## src/rtl/cdb_arbiter.sv

```systemverilog
// Common Data Bus arbiter: per-source result FIFOs feeding one registered
// broadcast per cycle, granted round-robin across the functional units.
module cdb_arbiter #(
  parameter int N_SRC   = 3,
  parameter int DEPTH   = 2,
  parameter int LABEL_W = 5,
  parameter int DATA_W  = 32
) (
  input  logic                       clk,
  input  logic                       nRST,
  input  logic                       flush,
  input  logic [N_SRC-1:0]           src_valid,
  input  logic [N_SRC*LABEL_W-1:0]   src_label,
  input  logic [N_SRC*DATA_W-1:0]    src_data,
  output logic [N_SRC-1:0]           src_ready,
  output logic                       BCEN,
  output logic [LABEL_W-1:0]         BClabel,
  output logic [DATA_W-1:0]          BCdata,
  output logic [1:0]                 BCsrc,
  output logic                       err_zero_label
);

  localparam int PTR_W = (DEPTH > 1) ? $clog2(DEPTH) : 1;
  localparam int CNT_W = $clog2(DEPTH + 1);
  localparam logic [1:0] RR_INIT = 2'(N_SRC - 1);

  typedef struct packed {
    logic [LABEL_W-1:0] label;
    logic [DATA_W-1:0]  data;
  } entry_t;

  entry_t             mem_q    [N_SRC][DEPTH];
  entry_t             in_entry [N_SRC];
  logic [CNT_W-1:0]   cnt_q [N_SRC], cnt_d [N_SRC];
  logic [PTR_W-1:0]   wr_q  [N_SRC], wr_d  [N_SRC];
  logic [PTR_W-1:0]   rd_q  [N_SRC], rd_d  [N_SRC];

  logic [N_SRC-1:0]   nonempty, store, pop, zero_offer;
  logic [1:0]         win;
  logic               win_vld;
  entry_t             head;

  logic               bcen_q, bcen_d;
  logic [LABEL_W-1:0] label_q, label_d;
  logic [DATA_W-1:0]  data_q, data_d;
  logic [1:0]         src_q, src_d;
  logic [1:0]         rr_q, rr_d;
  logic               err_q, err_d;

  function automatic logic [PTR_W-1:0] ptr_inc(input logic [PTR_W-1:0] p);
    return (p == PTR_W'(DEPTH - 1)) ? '0 : p + PTR_W'(1);
  endfunction

  // Ready depends only on the registered count, so a full FIFO stays
  // not-ready even in the cycle it is being popped.
  always_comb begin
    for (int i = 0; i < N_SRC; i++) begin
      src_ready[i]  = (cnt_q[i] < CNT_W'(DEPTH));
      nonempty[i]   = (cnt_q[i] != '0);
      in_entry[i]   = {src_label[i*LABEL_W +: LABEL_W], src_data[i*DATA_W +: DATA_W]};
      zero_offer[i] = src_valid[i] & src_ready[i] & (in_entry[i].label == '0);
      store[i]      = src_valid[i] & src_ready[i] & ~zero_offer[i] & ~flush;
    end
  end

  // Scan from farthest to nearest so the nearest candidate after rr_q wins.
  always_comb begin
    logic [1:0] idx;
    idx     = '0;
    win     = '0;
    win_vld = 1'b0;
    for (int k = N_SRC; k >= 1; k--) begin
      idx = 2'((int'(rr_q) + k) % N_SRC);
      if (nonempty[idx]) begin
        win     = idx;
        win_vld = 1'b1;
      end
    end
    pop  = '0;
    head = '0;
    for (int i = 0; i < N_SRC; i++) begin
      if (win_vld && !flush && (win == 2'(i))) begin
        pop[i] = 1'b1;
        head   = mem_q[i][rd_q[i]];
      end
    end
  end

  // NOTE: every always_comb output gets a default first so no path leaves it
  // unassigned; a missing default would infer a latch.
  always_comb begin
    for (int i = 0; i < N_SRC; i++) begin
      cnt_d[i] = cnt_q[i];
      wr_d[i]  = wr_q[i];
      rd_d[i]  = rd_q[i];
      if (flush) begin
        cnt_d[i] = '0;
        wr_d[i]  = '0;
        rd_d[i]  = '0;
      end else begin
        if (store[i]) wr_d[i] = ptr_inc(wr_q[i]);
        if (pop[i])   rd_d[i] = ptr_inc(rd_q[i]);
        case ({store[i], pop[i]})
          2'b10:   cnt_d[i] = cnt_q[i] + CNT_W'(1);
          2'b01:   cnt_d[i] = cnt_q[i] - CNT_W'(1);
          default: cnt_d[i] = cnt_q[i];
        endcase
      end
    end
  end

  always_comb begin
    bcen_d  = 1'b0;
    label_d = label_q;
    data_d  = data_q;
    src_d   = src_q;
    rr_d    = rr_q;
    err_d   = err_q | ((|zero_offer) & ~flush);
    if (flush) begin
      rr_d = RR_INIT;
    end else if (win_vld) begin
      bcen_d  = 1'b1;
      label_d = head.label;
      data_d  = head.data;
      src_d   = win;
      rr_d    = win;
    end
  end

  // NOTE: sequential state uses non-blocking assignments so every register
  // samples the pre-edge values regardless of block ordering.
  always_ff @(posedge clk or negedge nRST) begin
    if (!nRST) begin
      for (int i = 0; i < N_SRC; i++) begin
        cnt_q[i] <= '0;
        wr_q[i]  <= '0;
        rd_q[i]  <= '0;
      end
      bcen_q  <= 1'b0;
      label_q <= '0;
      data_q  <= '0;
      src_q   <= '0;
      rr_q    <= RR_INIT;
      err_q   <= 1'b0;
    end else begin
      for (int i = 0; i < N_SRC; i++) begin
        cnt_q[i] <= cnt_d[i];
        wr_q[i]  <= wr_d[i];
        rd_q[i]  <= rd_d[i];
      end
      bcen_q  <= bcen_d;
      label_q <= label_d;
      data_q  <= data_d;
      src_q   <= src_d;
      rr_q    <= rr_d;
      err_q   <= err_d;
    end
  end

  // NOTE: FIFO storage is deliberately not reset; an entry is only read
  // after a push has written it, as tracked by the reset counts.
  always_ff @(posedge clk) begin
    for (int i = 0; i < N_SRC; i++) begin
      if (store[i]) mem_q[i][wr_q[i]] <= in_entry[i];
    end
  end

  assign BCEN           = bcen_q;
  assign BClabel        = label_q;
  assign BCdata         = data_q;
  assign BCsrc          = src_q;
  assign err_zero_label = err_q;

endmodule

```

## config.mk

```make
export PLATFORM = sky130hd
export DESIGN_NAME = cdb_arbiter
export DESIGN_NICKNAME = d
export VERILOG_FILES = /design/src/rtl/cdb_arbiter.sv
export SDC_FILE = /design/constraint.sdc
export NUM_CORES = 1
export LEC_CHECK = 0
export BUFFER_PORTS_ARGS = -buffer_cell sky130_fd_sc_hd__buf_2
export CORE_MARGIN = 2
export CORE_UTILIZATION = 57
export DETAILED_ROUTE_END_ITERATION = 6
export PLACE_DENSITY_LB_ADDON = 0.05
export SYNTH_ARGS = -nofsm -noshare
export SYNTH_HDL_FRONTEND = slang
export SYNTH_SLANG_ARGS = --single-unit
```

## constraint.sdc

```tcl
create_clock -name clk -period 5.21 [get_ports clk]
set_input_delay 0 -clock clk [delete_from_list [all_inputs] [get_ports clk]]
set_output_delay 0 -clock clk [all_outputs]
set_load 0.005 [all_outputs]
```

==> out/qor.txt <==
Status: complete, no violations
Cells after synthesis: 712
Placed instance count: 1106
Adder-cell share of the synthesized area: 0.4240%
I/O pins: 161
Xor and xnor area share after synthesis: 0.7810%
Max_slew headroom: 18.06%
First-pass detailed-route iteration total: 4
Largest net degree at the start of global routing: 62
Hold EP: err_zero_label
Worst min path class: in2reg
Tot Pwr: 7548 uW
Ys Warns: 0
CTS tree: done
Critical register-to-register path endpoint: BClabel[3]
Initial Util: 57.81%
Largest family of logic cells by synthesized area: compound AO/OA/AOI/OAI gates
Global-route wire length before repair: 39840 um
Fmax achieved: 281.2 MHz
Vias in the first global route: 7154
Nets: 1105
Total gr overflow: 0
Post-route clock period utilization: 68.27%
Row count: 51
Worst r2r src: rr_q[1]
Crit path launch: rr_q[1]
Layout area overhead: 28.23%
Worst skew pair latency: 540 ps
Die W: 144.3 um
Post-CTS resize count: 0
CTS Buf Count: 28
GRT Resource Usage Total: 25.67%
Synth Cell Area: 0.01121 sq mm
Initial antenna violation count: 0
Synth unique cells: 56
Antenna diodes: 0
CTS max path bufs: 3
Die height: 144.3 um
Initial DRC Count: 563
Worst Skew: 19.56 ps
Final hold vios: 0
Worst Hold Launch: src_valid[1]
MaxCap Viol Count: 0
Post-Layout Cell Count: 1272
DRT Wirelength: 26860 um
Mapped Nets: 832
#FFs+latches synth: 277
Startpoint Class: flip-flop
DR vias: 7252
Clk sinks: 277
R2R Setup Slk: 1650 ps
Final Instance Area: 0.01438 sq mm
R2R depth: 9
Core area: 0.01940 sq mm
Residual DRC: 0
Critical path peak fanout: 61
Hold depth: 4
Slew @ Worst Pin: 1229 ps
RSZ-0062 raised after global routing: no
CTS Root Cell: clkbuf_16
Compound-Gate Fraction of Synth Area: 10.77%
Leakage: 0.005290 uW
Req. time, crit path: 5630 ps
Worst Setup Path Type: reg2reg
Setup violators final: 0
Routed WL per cell: 21.12 um
Crit-path max cell delay: 880 ps
Dpl cell area: 0.01229 sq mm
Sum Neg Setup Slack: 0 ps
Final Max Tran Viols: 0
Post-synthesis sequential area ratio: 71.73%
Avg Cell Area, Syn: 15.75 sq um
Crit. End Element: flip-flop
Number of port buffers: 160
Fraction of layout cells with a size suffix above 1: 31.28%
Slowest cell on crit path: a21oi_2
Reg clk slew, reported paths: 60 ps
Worst VDD drop: 0.3559 mV
H-tree levels: 1
Via/cell ratio: 5.701
Dpl hpwl: 17380 um
GPL Wtd Cong: 0.8814
Post-synthesis mux area share: 9.405%
CP cell instances: inv_1 > ha_1 > nand2b_1 > o22ai_1 > o41ai_4 > buf_4 > a21oi_2 > a31oi_1 > o221ai_1
Most common cell after layout, fill and taps aside: edfxtp_1
Worst path arrival time: 3980 ps
Detail Route Antenna Nets: 0
Power Density: 524.9 mW/mm^2
Die outline area: 0.02081 sq mm
Most frequent cells in the layout: 222 x edfxtp_1, 160 x buf_2, 114 x dlygate4sd3_1
Min cycle time layout: 3557 ps
Area share of and/or/nand/nor cells after synthesis: 4.954%
==> worst max-delay path by stage <==
stage                       end  slack [ps]  cells past startpoint
floorplan           mem_q[0][0]        1240                      3
global placement       cnt_q[2]        1890                      8
detailed placement   BCdata[27]        1720                      8
CTS                  BCdata[27]        1690                      8
global route         BCdata[27]        1430                      8
finish               BClabel[3]        1650                      9
==> routing by layer <==
metal  vias up  track usage (%)  share of wire, %
li1       3334                -                 -
met1      3613            38.83                45
met2       274            39.97                46
met3        31            4.371               7.1
met4         0            5.314               1.5
met5         -                0                 0
==> sequential cells by signal (all words and copies together) (netlist names) <==
register        count
rr_q                2
wr_q                3
BClabel             5
mem_q             222
BCdata             32
cnt_q               6
err_zero_label      1
BCEN                1
BCsrc               2
rd_q                3
==> through the flow <==
step | setup WS [ps] | hold WS, ps | util, %
floorplan | 1239 | -295.6 | -
CTS | 1693 | 15.00 | 74.13
global placement | 1887 | 178.3 | 63.36
global route | 1433 | 38.92 | 74.13
finish | 1653 | 11.13 | 74.13
detailed placement | 1722 | 190.5 | 63.36
==> cell type report <==
class                      count  area (sq um)
timing repair buffer         286          2032
tap                          265         331.6
sequential                   277          8045
clock inverter                14         178.9
inverter                       9         33.78
multi-input combinational    383          2989
fill                        1261          5019
clock buffer                  38         769.5
==> repair_timing <==
item                      CTS  global route
buffers inserted            0             0
hold endpoints to repair  285             0
hold buffers              114             0
==> critical path: cells and delay by family, from the launching register on <==
kind	cells	cell delay [ps]
buffers and inverters	2	420
AO/OA/AOI/OAI	5	1960
adder cells (fa/ha/maj)	1	280
AND/OR/NAND/NOR	1	220
flip-flops	1	550
==> power by group <==
group / switching [uW] / internal [uW]
Clock: 807 / 1230
Sequential: 224 / 2700
Combinational: 1580 / 1000
Total: 2610 / 4940
==> cells by family (layout without fill, tap and decap cells) <==
family / after synthesis / count (layout)
xor gates and xnor gates: 10 / 10
buffers and inverters: 52 / 347
adders and majority gates: 4 / 4
AOI/OAI and AO/OA: 164 / 164
and+or+nand+nor: 109 / 109
DFF: 277 / 277
muxes: 96 / 96
==> synth_stat cells, drive strengths merged <==
master	n	area share [%]
o221ai	21	1.6
nor2	23	0.81
a32oi	16	1.2
a21oi	25	1.2
a22o	1	0.078
or2	3	0.17
mux2	75	7.5
a221oi	1	0.078
nor4	1	0.056
and3	2	0.11
nand4	1	0.056
o21a	2	0.13
nand2	29	0.97
clkbuf	30	1.0
nand2b	5	0.28
o22ai	3	0.17
a211oi	17	1.2
a2111oi	1	0.13
nor2b	18	1.0
and2	1	0.056
mux2i	21	1.9
a21o	4	0.27
or3	1	0.056
inv	9	0.30
buf	13	0.64
a31oi	21	1.2
o41ai	1	0.25
o311a	1	0.089
xnor2	6	0.47
edfxtp	222	59
nand3	5	0.22
o311ai	1	0.078
dfrtp	54	12
a22oi	1	0.11
o31ai	19	1.6
xor2	4	0.31
ha	3	0.33
o21bai	2	0.13
nor3b	8	0.58
o211ai	1	0.067
dfstp	1	0.23
o21ai	26	1.2
nor3	12	0.58
maj3	1	0.089
No activity file was read; power rests on OpenSTA's default activity.
